### src/rtl/div_unit_pkg.sv
// div_unit_pkg: state encoding, control constants and operand helpers for the divider
package div_unit_pkg;
  typedef enum logic [1:0] {
    DIV_FREE   = 2'b00,
    DIV_BYZERO = 2'b01,
    DIV_ON     = 2'b10,
    DIV_END    = 2'b11
  } div_state_e;
  localparam logic [31:0] ZERO_WORD           = 32'h0000_0000;
  localparam logic        DIV_RESULT_READY    = 1'b1;
  localparam logic        DIV_RESULT_NOT_READY = 1'b0;
  localparam logic        DIV_START           = 1'b1;
  localparam logic        DIV_STOP            = 1'b0;
  function automatic logic [31:0] cond_neg(input logic [31:0] v, input logic neg);
    return neg ? -v : v;
  endfunction
endpackage

### src/rtl/div_unit.sv
// div_unit: multi-cycle restoring 32-bit divider for DIV/DIVU with registered result
module div_unit
  import div_unit_pkg::*;
(
  input  logic        clk,
  input  logic        rst,
  input  logic        signed_div_i,
  input  logic [31:0] opdata1_i,
  input  logic [31:0] opdata2_i,
  input  logic        start_i,
  input  logic        annul_i,
  output logic [63:0] result_o,
  output logic        ready_o
);
  div_state_e  state_q, state_d;
  logic [5:0]  cnt_q, cnt_d;
  logic [64:0] work_q, work_d;
  logic [31:0] divisor_q, divisor_d;
  logic        sign1_q, sign1_d, sign2_q, sign2_d, signed_q, signed_d;
  logic [63:0] result_q, result_d;
  logic        ready_q, ready_d;
  logic [32:0] diff;
  // work_q[63:32] is the remainder with the next dividend bit already shifted in
  assign diff = {1'b0, work_q[63:32]} - {1'b0, divisor_q};
  always_comb begin
    state_d   = state_q;
    cnt_d     = cnt_q;
    work_d    = work_q;
    divisor_d = divisor_q;
    sign1_d   = sign1_q;
    sign2_d   = sign2_q;
    signed_d  = signed_q;
    result_d  = result_q;
    ready_d   = ready_q;
    case (state_q)
      DIV_FREE: begin
        if (start_i == DIV_START && !annul_i) begin
          if (opdata2_i == ZERO_WORD) begin
            state_d = DIV_BYZERO;
          end else begin
            state_d   = DIV_ON;
            cnt_d     = '0;
            work_d    = {ZERO_WORD, cond_neg(opdata1_i, signed_div_i && opdata1_i[31]), 1'b0};
            divisor_d = cond_neg(opdata2_i, signed_div_i && opdata2_i[31]);
            sign1_d   = opdata1_i[31];
            sign2_d   = opdata2_i[31];
            signed_d  = signed_div_i;
          end
        end else begin
          result_d = '0;
          ready_d  = DIV_RESULT_NOT_READY;
        end
      end
      DIV_BYZERO: begin
        state_d  = DIV_END;
        result_d = '0;
        ready_d  = DIV_RESULT_READY;
      end
      DIV_ON: begin
        if (annul_i) begin
          state_d   = DIV_FREE;
          cnt_d     = '0;
          work_d    = '0;
          divisor_d = '0;
        end else if (!cnt_q[5]) begin
          work_d = diff[32] ? {work_q[63:0], 1'b0} : {diff[31:0], work_q[31:0], 1'b1};
          cnt_d  = cnt_q + 6'd1;
        end else begin
          state_d  = DIV_END;
          result_d = {cond_neg(work_q[64:33], signed_q && sign1_q),
                      cond_neg(work_q[31:0], signed_q && (sign1_q ^ sign2_q))};
          ready_d  = DIV_RESULT_READY;
        end
      end
      default: begin
        if (start_i == DIV_STOP) begin
          state_d  = DIV_FREE;
          result_d = '0;
          ready_d  = DIV_RESULT_NOT_READY;
        end
      end
    endcase
  end
  always_ff @(posedge clk or posedge rst) begin
    if (rst) begin
      state_q   <= DIV_FREE;
      cnt_q     <= '0;
      work_q    <= '0;
      divisor_q <= '0;
      sign1_q   <= 1'b0;
      sign2_q   <= 1'b0;
      signed_q  <= 1'b0;
      result_q  <= '0;
      ready_q   <= DIV_RESULT_NOT_READY;
    end else begin
      state_q   <= state_d;
      cnt_q     <= cnt_d;
      work_q    <= work_d;
      divisor_q <= divisor_d;
      sign1_q   <= sign1_d;
      sign2_q   <= sign2_d;
      signed_q  <= signed_d;
      result_q  <= result_d;
      ready_q   <= ready_d;
    end
  end
  assign result_o = result_q;
  assign ready_o  = ready_q;
endmodule
### config.mk
export PLATFORM = sky130hd
export DESIGN_NAME = div_unit
export DESIGN_NICKNAME = d
export VERILOG_FILES = /design/src/rtl/div_unit_pkg.sv /design/src/rtl/div_unit.sv
export SDC_FILE = /design/constraint.sdc
export NUM_CORES = 1
export LEC_CHECK = 0
export ABC_AREA = 1
export BUFFER_PORTS_ARGS = -buffer_cell sky130_fd_sc_hd__buf_4
export CORE_ASPECT_RATIO = 1.1
export CORE_MARGIN = 2
export CORE_UTILIZATION = 50
export DETAILED_ROUTE_END_ITERATION = 7
export GPL_TIMING_DRIVEN = 0
export PLACE_DENSITY_LB_ADDON = 0.15
export SLEW_MARGIN = 15
export SYNTH_ARGS = -nofsm -noshare
export SYNTH_HDL_FRONTEND = slang
export SYNTH_SLANG_ARGS = --single-unit
### constraint.sdc
create_clock -name clk -period 13.85 [get_ports clk]
set_input_delay 0.6925 -clock clk [delete_from_list [all_inputs] [get_ports clk]]
set_output_delay 0.6925 -clock clk [all_outputs]
set_load 0.005 [all_outputs]
After elaboration in Yosys (flattened, before gate mapping)
Index checks and enable logic that the tools add are counted.
{"block": "totals", "register_bits": 173, "in_bits": 69, "output_inout_bits": 65, "elab_cells": 79}
{"block": "classes", "n_addsub": 6, "n_eq_ne": 11, "muxes": 35, "bitwise_logic": 2, "n_reduce_logical": 15}
{"cell": "2-to-1 mux 65 bit", "n": 5}
{"cell": "2-to-1 mux 64 bit", "n": 4}
{"cell": "2-to-1 mux 32 bit", "n": 7}
{"cell": "one-hot mux 64 bit (3 select lines)", "n": 1}
{"cell": "one-hot mux 65 bit (2 select lines)", "n": 1}
{"cell": "negation 32 bit", "n": 4}
{"cell": "one-hot mux 32 bit (2 select lines)", "n": 1}
{"cell": "subtractor 32 x 32 -> 33 bit", "n": 1}
{"cell": "zero test 32 bit", "n": 1}
{"cell": "2-to-1 mux 6 bit", "n": 4}
{"cell": "!= test 2 bit (second input constant)", "n": 6}
{"cell": "one-hot mux 6 bit (2 select lines)", "n": 1}
{"cell": "AND reduction 4 bit", "n": 3}
{"cell": "2-to-1 mux 2 bit", "n": 5}
{"cell": "AND reduction 3 bit", "n": 3}
{"cell": "adder 6 x 1 -> 6 bit (second input constant)", "n": 1}
{"cell": "!= test 3 bit (second input constant)", "n": 2}
{"cell": "one-hot mux 2 bit (3 select lines)", "n": 1}
{"cell": "logical AND 1 bit", "n": 5}
{"cell": "2-to-1 mux 1 bit", "n": 4}
{"cell": "!= test 4 x 1 -> 1 bit (second input constant)", "n": 1}
{"cell": "one-hot mux 1 bit (3 select lines)", "n": 1}
{"cell": "equality test 2 x 1 -> 1 bit (second input constant)", "n": 1}
{"cell": "equality test 2 bit (second input constant)", "n": 1}
{"cell": "other kinds (5)", "n": 5}

Logic depth before layout (Yosys ltp)
{"block": "logic_depth", "depth_word": 6, "mapped_depth": 16}

Worst setup path after synthesis
No wires, ideal clock.
{"block": "synth_path", "kind": "in2reg", "start": "in opdata2_i[0]", "end": "reg work_q[15]", "setup_time_ns": 0.116, "arrival_time_ns": 2.094, "required_time_ns": 13.734, "path_slack_ns": 11.640, "stages": 13, "path_buffers": 2, "path_cell_list": "inv_1 -> ha_1 -> nand3_2 -> nor2_4 -> nand3_2 -> o21bai_4 -> nand2_2 -> nand2_2 -> inv_2 -> buf_6 -> buf_6 -> nand2_1 -> nand2_1"}
{"block": "synth_between", "elab_chain_len": 3}
{"element": "start, declared", "line": "div_unit.sv:9", "source": "input logic [31:0] opdata2_i,"}
{"element": "zero test 32 bit", "line": "div_unit.sv:38", "source": "if (opdata2_i == ZERO_WORD) begin"}
{"element": "!= test 2 bit (no source line)"}
{"element": "AND reduction 4 bit (no source line)"}
{"element": "end signal, assigned", "line": "div_unit.sv:98", "source": "work_q <= work_d;"}
{"element": "end, declared", "line": "div_unit.sv:17", "source": "logic [64:0] work_q, work_d;"}
Every way passes these cells.
A chain may end at the register's enable or synchronous reset.

Worst setup path after layout
{"block": "layout_path", "start": "reg divisor_q[0]", "end": "reg work_q[58]"}
{"block": "layout_between", "elab_chain_len": 5}
{"element": "start, declared", "line": "div_unit.sv:18", "source": "logic [31:0] divisor_q, divisor_d;"}
{"element": "start signal, assigned", "line": "div_unit.sv:99", "source": "divisor_q <= divisor_d;"}
{"element": "subtractor 32 x 32 -> 33 bit", "line": "div_unit.sv:24", "source": "assign diff = {1'b0, work_q[63:32]} - {1'b0, divisor_q};"}
{"element": "2-to-1 mux 65 bit", "line": "div_unit.sv:66", "source": "work_d = diff[32] ? {work_q[63:0], 1'b0} : {diff[31:0], work_q[31:0], 1'b1};"}
{"element": "2-to-1 mux 65 bit", "line": "div_unit.sv:65", "source": "end else if (!cnt_q[5]) begin"}
{"element": "2-to-1 mux 65 bit", "line": "div_unit.sv:60", "source": "if (annul_i) begin"}
{"element": "one-hot mux 65 bit (2 select lines)", "line": "div_unit.sv:35", "source": "case (state_q)"}
Every way passes these cells. The select of a mux whose other input is x is not followed.

==> results.md <==
- The flow ran to the end, and the final reports show no timing, DRC or antenna violations.
- Setup violations remaining at the end of the flow were counted as 0.
- The top-area cell type share of the netlist area is between 30% and 40%.
- The fmax is 352 MHz.
- Along the worst path, the maximum fanout reaches 10.
- 0 antenna diodes ended up in the layout.
- By area the synthesized netlist is led by sky130_fd_sc_hd__dfrtp_1 32%, sky130_fd_sc_hd__nand2_1 21%, sky130_fd_sc_hd__inv_1 8.7%, sky130_fd_sc_hd__nand3_1 8.5%, sky130_fd_sc_hd__nor2_1 5.7%.
- The fraction of registers with async set/reset is 100%.
- The total congestion overflow is 0.
- Once the floorplan was initialized, standard cells occupied 50.7% of the core.
- In the finished design, the share of the clock period the worst path needs comes to 20.5%.
- Traced cell by cell, the critical path runs through ha_1, fa_1, inv_1, nand2_1, nand2_1, nand3_1, nand2_1, nand2_1, nand2_1, nand2_2, nand2_2, buf_2, nand3_1, nand2_1, nand2_1.
- In the synthesized netlist, the cells that appear most often are 764 x sky130_fd_sc_hd__nand2_1, 317 x sky130_fd_sc_hd__inv_1, 233 x sky130_fd_sc_hd__nand3_1.
- The post-route clock skew is between 0.015 and 0.02 ns.
- The biggest cell delay along the critical path is 0.47 ns.
- The number of nets in the synthesized netlist is ~2300.
- The most common cell in the synthesized netlist is sky130_fd_sc_hd__nand2_1.
- The vias after detailed routing is 14387.
- In the final routed layout, each cell accounts on average for 16.5 um.
- The die outline width is about 160 um.
- The final max-slew violation count is 0.
- The wire length of the first global-routing pass is 70.2 mm.
- TritonCTS created 17 clock buffers.
- The clock root buffer master is sky130_fd_sc_hd__clkbuf_16.
- The via count of the first global-routing pass is 13548.
- The detail-routed via count per cell is 5.27.
- The hold violation total from the final report is 0.
- For this run, the post-layout net count is 2470.
- The count of buffer and inverter cells on the critical path is 2.
- The type of the setup path with the least slack is reg -> reg.
- The count of cells resized by post-cts repair is 0.
- The critical path starts at divisor_q[0]$_DFFE_PP0P_.
- CTS saw 173 sinks.
- After floorplanning, the core was sized to cover 27000 sq um.
- Yosys printed 0 warnings.
- Counting flops with a built-in enable in the synthesized netlist gives 0.
- Cells with a size suffix above 1 make up 10.4% of the layout.
- Summed over all cells, the static leakage comes to 0.00874 uW.
- The number of top-level design ports is 134.
- The worst path meets setup with 11.01 ns of slack.
- STA classifies the critical path startpoint as a register.
- The initial antenna violation count is 0.
- At the worst endpoint, the arrival time is approximately 3.2 ns.
- The total detailed-routing wirelength is 44.9 mm.
- Clock-pin slew was measured on the worst setup and hold paths at 0.07 ns.
- Among all stages on the critical path, the largest delay is contributed by sky130_fd_sc_hd__dfrtp_1.
- The pin count of the biggest net entering global routing is 100.
- The clock latency on the worst-skew pair is about 0.44 ns.
- The kind of cell with the highest combined delay along the critical path is simple AND/OR/NAND/NOR gates.
- Counting I/O delays and the setup requirement, the final critical path takes 2.84 ns.
- The total power is 2690 uW.
- The maximum VDD drop is 0.0000903 V.
- The post-placement setup slack is 11.05 ns.
- The transition time at the pin with the least slew margin is 0.792 ns.
- In this design, the critical path's most frequently occurring cell is sky130_fd_sc_hd__nand2_1.
- The synthesized design contains 173 register bits.
- The H-tree level count is 4.
- For this run, the total global-route usage over all layers was measured as 31.4%.
- The first-pass detailed-route iteration total is 5.
- After synthesis, flip-flops and latches occupy 31.7% of the total area.
- The DRC violations left is 0.
- The headroom to the max-slew limit is 47.2%.
- The floorplan step defined a die boundary enclosing about 29000 sq um.
- Buffers inserted to repair hold after CTS numbered 0.
- The height of the chip is 177 um.
- The first routing iteration left roughly 1200 violations.
- In this run the cell area of the synthesized design comes to 13700 sq um.
- The worst-case clock buffer depth is 2.
- The number of library cell types mapped by synthesis is 44.
- The final weighted congestion in routability-driven placement is 0.983.
- After technology mapping, the gate count stands at 2205.
- The worst setup path is captured at a register.
- Setup repair after global routing left no endpoint under its margin.
- Detailed placement ended at an HPWL of 36.3 mm.
- The area overhead of the layout relative to synthesis is 15.4%.
- The final total negative setup slack is 0 ns.
- The tool flagged a number of max-cap violations equal to 0.
- The count of input and output buffers is around 130.
- The remaining number of nets flagged by the antenna check after routing is 0.
- The required time at the endpoint of the critical path is 14.18 ns.
- In this run the critical register-to-register path is launched from divisor_q[0]$_DFFE_PP0P_.
- The cell taking the most area after synthesis is sky130_fd_sc_hd__dfrtp_1.
- In the synthesized netlist the dominant register cell turns out to be sky130_fd_sc_hd__dfrtp_1.
- The post-CTS setup buffer count is 0.
- The initialized floorplan defines 63 standard-cell rows.
- In this run the mean area of a mapped cell was 6.20 sq um.
- The power density over the cells is roughly 170 nW/um^2.
- The CTS tree is done.
- The worst min-delay path category is in -> async.
## power breakdown
group | total, uW | internal [uW] | switching, uW
Clock | 511 | 284 | 227
Sequential | 740 | 639 | 101
Combinational | 1440 | 446 | 991
## metrics by stage
step | hold slack (ns) | util (%) | cells | cell area, sq um
5_1_grt | 0.361 | 58.5 | 2728 | 15800
4_1_cts | 0.331 | 58.5 | 2728 | 15800
6_report | 0.312 | 58.5 | 2728 | 15800
2_1_floorplan | 0.449 | - | 2205 | 13700
3_5_place_dp | 0.468 | 56.2 | 2696 | 15100
3_3_place_gp | 0.463 | 56.1 | 2695 | 15100
## cells in the final DEF, fill, tap and decap left out, drive strengths merged, types with 2 or more instances in the layout
master    synthesis  layout
a32o              5       5
or2               5       5
clkinv            4       5
o21bai            4       4
nand3b            6       6
o211ai            2       2
o22ai            13      13
ha               42      42
a21oi            61      61
inv             328     336
bufinv            0       2
dfrtp           173     173
a22o              2       2
nand2           770     770
nand3           236     236
nor3             26      26
nand4            26      26
o31ai             5       5
nor2            217     217
xnor2            15      15
a21boi            9       9
buf              33     167
clkbuf           29      48
clkinvlp          0       2
xor2             29      29
o21ai           157     157
## per-layer routing
| layer | wire length, um | GRT usage, % |
|---|---|---|
| met5 | 0 | 0 |
| met2 | 20800 | 53.0 |
| met3 | 2560 | 3.95 |
| met4 | 1880 | 13.5 |
| met1 | 19600 | 40.6 |
## sequential cells by signal, indices dropped and copies added, names as in the netlist
register / cells
sign1_q: 1
signed_q: 1
sign2_q: 1
cnt_q: 6
result_o: 64
state_q: 2
ready_o: 1
divisor_q: 32
work_q: 65
## kinds of logic after synthesis
kind of cell	after synthesis	synth area share, %
adders and majority gates	43	3.99
and+or+nand+nor	1288	39.2
xor gates and xnor gates	44	2.82
DFF	173	31.7
AOI/OAI and AO/OA	263	10.9
buffers and inverters	394	11.4
## path summary, 6_finish.rpt
check                                            endpoint  depth (start not counted)  slack, ns
worst min-delay path             result_o[58]$_DFFE_PP0P_                          2       0.31
worst max register to register     work_q[58]$_DFFE_PP0P_                         15      11.01
min in group clk                      sign1_q$_DFFE_PP0P_                          3       0.49
worst min register to register   result_o[41]$_DFFE_PP0P_                          2       0.49
max in group asynchronous       divisor_q[25]$_DFFE_PP0P_                          3      12.64
worst max-delay path               work_q[58]$_DFFE_PP0P_                         15      11.01
## layout make-up
class	instances	area, sq um
Fill cell	2709	11200
Multi-Input combinational cell	1638	7780
Sequential cell	173	4330
Inverter	332	1250
Timing Repair Buffer	134	1030
Clock buffer	19	453
Tap cell	357	447
Buffer	62	314
Clock inverter	13	169
Power figures use the tool's default switching activity.
